==> src/rtl/fetch_unit_pkg.sv <==
// Shared types and constants for the instruction fetch unit and its queue.
package fetch_unit_pkg;

    localparam int WORD_W = 32;
    localparam logic [WORD_W-1:0] PC_INC = 32'd4;

    typedef struct packed {
        logic [WORD_W-1:0] pc;
        logic [WORD_W-1:0] instr;
    } fq_entry_t;

endpackage

==> src/rtl/fetch_queue.sv <==
// Small synchronous FIFO of fetched {pc, instr} entries; flush beats push and pop.
module fetch_queue
    import fetch_unit_pkg::*;
#(
    parameter int DEPTH = 2
) (
    input  logic      clk,
    input  logic      rst_n,
    input  logic      flush,
    input  logic      push,
    input  fq_entry_t push_data,
    input  logic      pop,
    output logic      full,
    output logic      empty,
    output fq_entry_t head
);

    localparam int PTR_W = $clog2(DEPTH);
    localparam int CNT_W = PTR_W + 1;

    fq_entry_t        mem [DEPTH];
    logic [PTR_W-1:0] rd_ptr;
    logic [PTR_W-1:0] wr_ptr;
    logic [CNT_W-1:0] count;
    logic             do_pop;
    logic             do_push;

    function automatic logic [PTR_W-1:0] next_ptr(input logic [PTR_W-1:0] p);
        return (p == PTR_W'(DEPTH - 1)) ? '0 : p + PTR_W'(1);
    endfunction

    assign empty   = (count == '0);
    assign full    = (count == CNT_W'(DEPTH));
    // A push into a full queue is accepted only when a pop frees a slot this cycle.
    assign do_pop  = pop && !empty;
    assign do_push = push && (!full || do_pop);
    assign head    = mem[rd_ptr];

    always_ff @(posedge clk) begin
        if (!rst_n || flush) begin
            rd_ptr <= '0;
            wr_ptr <= '0;
            count  <= '0;
        end else begin
            if (do_push) wr_ptr <= next_ptr(wr_ptr);
            if (do_pop)  rd_ptr <= next_ptr(rd_ptr);
            count <= count + CNT_W'(do_push) - CNT_W'(do_pop);
        end
    end

    always_ff @(posedge clk) begin
        if (rst_n && !flush && do_push) begin
            mem[wr_ptr] <= push_data;
        end
    end

endmodule

==> src/rtl/fetch_unit.sv <==
// Instruction fetch: pc register, combinational imem access, fetch queue to decode.
// Optional macro FETCH_MISALIGN_CHECK_EN adds a sticky misaligned-redirect flag that stops fetch.
module fetch_unit
    import fetch_unit_pkg::*;
#(
    parameter logic [31:0] RESET_PC    = 32'h0000_0000,
    parameter int          QUEUE_DEPTH = 2
) (
    input  logic        clk,
    input  logic        rst_n,
    output logic [31:0] imem_addr,
    input  logic [31:0] imem_instr,
    input  logic        redirect_valid,
    input  logic [31:0] redirect_pc,
    input  logic        halt,
    input  logic        id_ready,
    output logic        id_valid,
    output logic [31:0] id_instr,
    output logic [31:0] id_pc,
    output logic [31:0] id_pc_plus4
`ifdef FETCH_MISALIGN_CHECK_EN
    ,
    output logic        fetch_misalign
`endif
);

    logic [WORD_W-1:0] pc;
    logic [WORD_W-1:0] target;
    logic              fetch_stall;
    logic              fetch;
    logic              deq;
    logic              q_full;
    logic              q_empty;
    fq_entry_t         q_head;
    fq_entry_t         enq_entry;

`ifdef FETCH_MISALIGN_CHECK_EN
    logic misalign_q;

    always_ff @(posedge clk) begin
        if (!rst_n) begin
            misalign_q <= 1'b0;
        end else if (redirect_valid) begin
            misalign_q <= |redirect_pc[1:0];
        end
    end

    assign fetch_misalign = misalign_q;
    assign fetch_stall    = halt | misalign_q;
    assign target         = redirect_pc;
`else
    assign fetch_stall    = halt;
    assign target         = redirect_pc & ~32'd3;
`endif

    assign imem_addr = pc;
    assign deq       = !q_empty && id_ready;
    assign fetch     = !redirect_valid && !fetch_stall && (!q_full || deq);
    assign enq_entry = '{pc: pc, instr: imem_instr};

    always_ff @(posedge clk) begin
        if (!rst_n) begin
            pc <= RESET_PC;
        end else if (redirect_valid) begin
            pc <= target;
        end else if (fetch) begin
            pc <= pc + PC_INC;
        end
    end

    fetch_queue #(
        .DEPTH(QUEUE_DEPTH)
    ) u_queue (
        .clk      (clk),
        .rst_n    (rst_n),
        .flush    (redirect_valid),
        .push     (fetch),
        .push_data(enq_entry),
        .pop      (deq),
        .full     (q_full),
        .empty    (q_empty),
        .head     (q_head)
    );

    // Head fields are forced to zero while the queue is empty so decode never sees stale data.
    assign id_valid    = !q_empty;
    assign id_instr    = q_empty ? '0 : q_head.instr;
    assign id_pc       = q_empty ? '0 : q_head.pc;
    assign id_pc_plus4 = q_empty ? '0 : q_head.pc + PC_INC;

endmodule

==> config.mk <==
export PLATFORM = sky130hd
export DESIGN_NAME = fetch_unit
export DESIGN_NICKNAME = d
export VERILOG_FILES = /design/src/rtl/fetch_unit_pkg.sv /design/src/rtl/fetch_queue.sv /design/src/rtl/fetch_unit.sv
export SDC_FILE = /design/constraint.sdc
export NUM_CORES = 1
export LEC_CHECK = 0
export CAP_MARGIN = 20
export CORE_MARGIN = 2
export CORE_UTILIZATION = 49
export DETAILED_ROUTE_END_ITERATION = 8
export GPL_TIMING_DRIVEN = 0
export PLACE_DENSITY = 0.77
export SYNTH_ARGS = -nofsm -noshare
export SYNTH_HDL_FRONTEND = slang
export SYNTH_SLANG_ARGS = --single-unit
==> constraint.sdc <==
create_clock -name clk -period 11.3 [get_ports clk]
set_clock_uncertainty 0.2 [all_clocks]
set_input_delay 1.13 -clock clk [delete_from_list [all_inputs] [get_ports clk]]
set_output_delay 1.13 -clock clk [all_outputs]
set_load 0.02 [all_outputs]
-- Word-level counts from Yosys, hierarchy flattened
Memories as Yosys holds them, arrays and structs flattened. A register that Yosys moved wholly into a read port is not among the register bits.
Cells that the tools add are included.
- multiplexer cells: 11
- reductions and logical operators: 18
- shift-type cells: 0
- equality and inequality tests: 1
- bitwise logic cells: 1
- order comparisons: 0
- div/mod/pow operators: 0
- multipliers: 0
- add/sub/neg operators: 6
- operator list (kind ; count):
    $mux W32 ; 5
    $add A32 B3 Y32 const B ; 2
    $logic_and A1 B1 Y1 ; 7
    $mux W1 ; 6
    $logic_not A1 Y1 ; 5
    $logic_or A1 B1 Y1 ; 3
    $add A1 B1 Y1 const B ; 2
    $add A2 B1 Y2 ; 1
    $eq A2 B2 Y1 const B ; 1
    $logic_not A2 Y1 ; 1
    $reduce_bool A2 Y1 ; 1
    $reduce_or A2 Y1 ; 1
    $sub A2 B1 Y2 ; 1
    $not A1 Y1 ; 1
- bits in read-only memories: 0
- bits in writable memories: 128
- input port bits: 69
- register bits after elaboration: 36
- memories kept: 1
- output and inout port bits: 129
- latch bits: 0
- word-level logic and storage cells: 43
- memory list (memory ; depth ; bits a word ; rd ports ; clocked after Yosys merged registers in ; wr ports ; line ; source):
    u_queue.mem ; 2 ; 64 ; 1 ; 1 ; 1 ; fetch_queue.sv:21 ; fq_entry_t mem [DEPTH];

-- Longest topological paths before layout
- word-level depth: 9
- gate-level depth with buffers: 11
- gate-level depth less buffers: 7

-- Hierarchy
From an unflattened synthesis, not the netlist that was laid out.
- cells, all modules: 682
- area total of the unflattened synthesis: 8057.7 um^2
- by module, submodules not included (module ; times used ; seq. area each (um^2) ; area an instance (um^2) ; cells an instance):
    fetch_queue ; 1 ; 3943.8 ; 4852.2 ; 231
    fetch_unit ; 1 ; 600.6 ; 3205.6 ; 451

-- Least setup slack after synthesis
No wires, ideal clock.
- path kind: input to register
- from: input redirect_valid
- to: memory u_queue.mem[0][0] (netlist bit), enable pin
- arrival: 7.503 ns
- slack: 2.955 ns
- cell stages on the path: 4
- setup time: 0.642 ns
- buffers on the path: 1
- required time: 10.458 ns
- cell sequence: inv_1 clkbuf_1 nand2_1 nor4_1
- cells in the longest elaborated chain, start to end: 7
- elaborated cells between the ends (all ways): 8
- those cells by class: mux (2); reduce/logical (6)
- ends and longest elaborated chain (what ; line ; source):
    start, declared ; fetch_unit.sv:13 ; input logic redirect_valid,
    $logic_not A1 Y1 (*) ; fetch_queue.sv:52, fetch_unit.sv:58 ;
    $logic_and A1 B1 Y1 (2 in series) ; fetch_unit.sv:58 ; assign fetch = !redirect_valid && !fetch_stall && (!q_full || deq);
    $logic_and A1 B1 Y1 ; fetch_queue.sv:36 ; assign do_push = push && (!full || do_pop);
    $logic_and A1 B1 Y1 (*) ; fetch_queue.sv:52 ; if (rst_n && !flush && do_push) begin
    $mux W1 (*) ; fetch_queue.sv:52 ;
    $mux W1 (implied by the code) (*) ; fetch_queue.sv:53 ; mem[wr_ptr] <= push_data;
    end, declared ; fetch_queue.sv:21 ;
Every way passes the cells marked *; elsewhere a longest branch is shown, timed or not.

==> flow_summary.json <==
{
  "overflow": 0,
  "cap_viol_max_count": 0,
  "cts_num_sinks": 159,
  "initialDrtViolationCount": 408,
  "syn_area_sq_um": 7590,
  "vdd_ir_drop_max_mv": 0.113,
  "drc": 0,
  "groute.layer.met1.usage_pct": 28.4,
  "finalHoldViolations": 0,
  "htree_levels": 4,
  "cts_tree": "built",
  "drive_above_1_share_pct": 9.46,
  "whs_ps": 290,
  "port_buffers": 189,
  "numCtsBuffers": 17,
  "postRouteAntennaNets": 0,
  "outcome": "finished, final reports clean",
  "num_io_pins": 198,
  "crit_path_start_kind": "flop",
  "yosys.cell_types.count": 61,
  "max_stage_delay_ps": 650,
  "yosysSeqAreaShare_pct": 58.3,
  "grt_pass1_wl_microns": 29800,
  "crit_fanout": 10,
  "required_ps": 9970,
  "use_met3_pct": 5.70,
  "clk_latency_ps": 420,
  "finalSetupViolCount": 0,
  "r2r_start": "u_queue.count[0]$_SDFF_PP0_",
  "placed_area_sq_um": 9810,
  "die_y_microns": 128,
  "root_buffer": "clkbuf_16",
  "avgViaCountPerCell": 5.53,
  "rows": 45,
  "syn_to_final_growth_pct": 36.8,
  "dr.pass1.iters": 5,
  "ys_ff_latch": 159,
  "crit_path_end_kind": "output pin",
  "clock_path_buffers": 2,
  "critPathKind": "flop to output pin",
  "instances_no_fill": 1055,
  "cts-hold-fix-buffers": 0,
  "design_area_sq_um": 10400,
  "clkTransAtPathRegs_ps": 60,
  "initial_core_util_pct": 50.1,
  "dpl.cell_count": 1023,
  "num-nets-final": 926,
  "slowest_stage": "clkdlybuf4s50_1",
  "grt_use_met2_pct": 41.1,
  "hold_path_class": "flop to flop",
  "core_area_sq_um": 15100,
  "postSynthAreaPerCell_sq_um": 12.0,
  "path_cells": "buf_6 -> buf_4 -> buf_2 -> mux2_2 -> ha_1 -> nand4b_1 -> nand2_1 -> buf_2 -> nand3_1 -> o31a_1 -> nor3_1 -> clkdlybuf4s50_1",
  "synthFlopType": "edfxtp_1",
  "async_flop_share_pct": 0,
  "yosysWarnings": 0,
  "cts.repair.resized": 0,
  "p_leak_nw": 3.47,
  "tightestPinTransition_ps": 885,
  "nFillCells": 1110,
  "max_slew_margin_pct": 41.0,
  "synth_edf_count": 124,
  "min_period_ps": 5100,
  "grt_pass1_vias": 5792,
  "drv_slew": 0,
  "final_util_pct": 68.6,
  "period_share_pct": 45.2,
  "antenna_found_initial": 0,
  "hp-start": "imem_addr[29]$_SDFFE_PN0P_",
  "rsz0062_at_grt": "false",
  "gp_congestion": 0.899,
  "netlist_instances": 633,
  "vias": 5833,
  "grt_usage_pct": 23.6,
  "grt_max_degree": 63,
  "power.density_nw_per_um2": 138,
  "fmax_mhz": 196,
  "cp_common_cell": "buf_2",
  "dieArea_sq_um": 16500,
  "grt-busiest-layer": "met2",
  "die_x_microns": 128,
  "cts_setup_buffers": 0,
  "diodes": 0,
  "hpwl_microns": 14400,
  "cp_data_arrival_time_ps": 3770,
  "routed_wl_microns": 19300,
  "critical_path.top_delay_family": "buffers and inverters",
  "wl_per_cell_microns": 18.3,
  "timing.critical_path.buf_inv": 5
}
## registers in the layout, indices dropped and copies added, names as in the netlist, named ones only
register and flops:
u_queue.wr_ptr 1, u_queue.mem 124, imem_addr 30, u_queue.count 2, u_queue.rd_ptr 1
## synth_stat cells, types with 3 or more instances
master	count	area (sq um)
a21oi_1	27	135
a31oi_1	4	25.0
and2_1	8	50.1
and3_1	4	25.0
and4_1	6	52.6
buf_1	4	15.0
buf_2	6	30.0
buf_4	10	75.1
buf_6	3	33.8
clkbuf_1	14	52.6
dfxtp_1	35	701
edfxtp_1	124	3720
ha_1	3	37.5
inv_1	6	22.5
mux2i_1	60	601
nand2_1	29	109
nand3_1	27	135
nand4_1	20	125
nand4b_1	3	26.3
nor2_1	86	323
nor3_1	12	60.1
nor4_1	6	37.5
o211a_1	5	50.1
o21ai_0	32	160
o31a_1	5	43.8
o31ai_1	5	37.5
xnor2_1	23	201
xor2_1	22	193
## layout make-up
| cell class | count | area [sq um] | area share, % |
|---|---|---|---|
| inverter | 6 | 22.5 | 0.217 |
| buffer | 38 | 221 | 2.13 |
| multi-input combinational | 435 | 2950 | 28.4 |
| clock inverter | 12 | 144 | 1.39 |
| timing repair buffer | 197 | 1950 | 18.8 |
| tap | 188 | 235 | 2.26 |
| clock buffer | 20 | 437 | 4.20 |
| sequential | 159 | 4420 | 42.6 |
## power breakdown
| part | internal, mW | total, mW | switching [mW] |
|---|---|---|---|
| combinational | 0.0969 | 0.207 | 0.110 |
| sequential | 0.650 | 0.670 | 0.0200 |
| clock | 0.344 | 0.562 | 0.217 |
## final timing paths
path,endpoint,slack (ps),cells past startpoint
min reg2reg,u_queue.mem[1][61]$_DFFE_PP_,290,0
min,u_queue.mem[1][61]$_DFFE_PP_,290,0
max reg2reg,u_queue.count[1]$_SDFF_PP0_,8700,7
max,id_pc_plus4[24],6200,12
## worst reg2reg max path: cells and delay by family (launching register included)
family        cells  cell delay, ps
simple gates      4            1190
buf+inv           1             270
xor+xnor          1             180
fa+ha+maj         1             310
flops             1             340
## layer usage
layer / vias to the layer above / wire (microns)
met4: 0 / 463
met2: 242 / 9690
li1: 2779 / -
met3: 33 / 1550
met1: 2779 / 7620
met5: - / 0
## metrics by stage
stage / TNS (ps) / setup WS, ps / power (mW)
2_1_floorplan: 0 / 2960 / 0.781
3_3_place_gp: -55310 / -898 / 0.885
3_5_place_dp: 0 / 6640 / 0.889
4_1_cts: 0 / 6220 / 1.45
5_1_grt: 0 / 5960 / 1.48
6_report: 0 / 6200 / 1.44
## cell usage in the layout, fill, tap and decap left out, drive strengths merged, types with 8 or more instances in the layout
cell type	count
a21oi	28
and2	8
buf	32
clkbuf	34
clkdlybuf4s50	189
dfxtp	35
edfxtp	124
mux2i	60
nand2	31
nand3	29
nand4	22
nor2	86
nor3	13
nor4	9
o21ai	34
xnor2	23
xor2	22
## logic make-up after synthesis
logic type	share of synthesized area [%]
other	0.0494
buffers and inverters	3.21
multiplexers	8.50
flip-flops	58.3
adder cells (fa/ha/maj)	0.494
AND/OR/NAND/NOR	16.5
AO/OA/AOI/OAI	7.81
XOR/XNOR	5.19
Note: power is estimated with default switching activity, not from simulation.
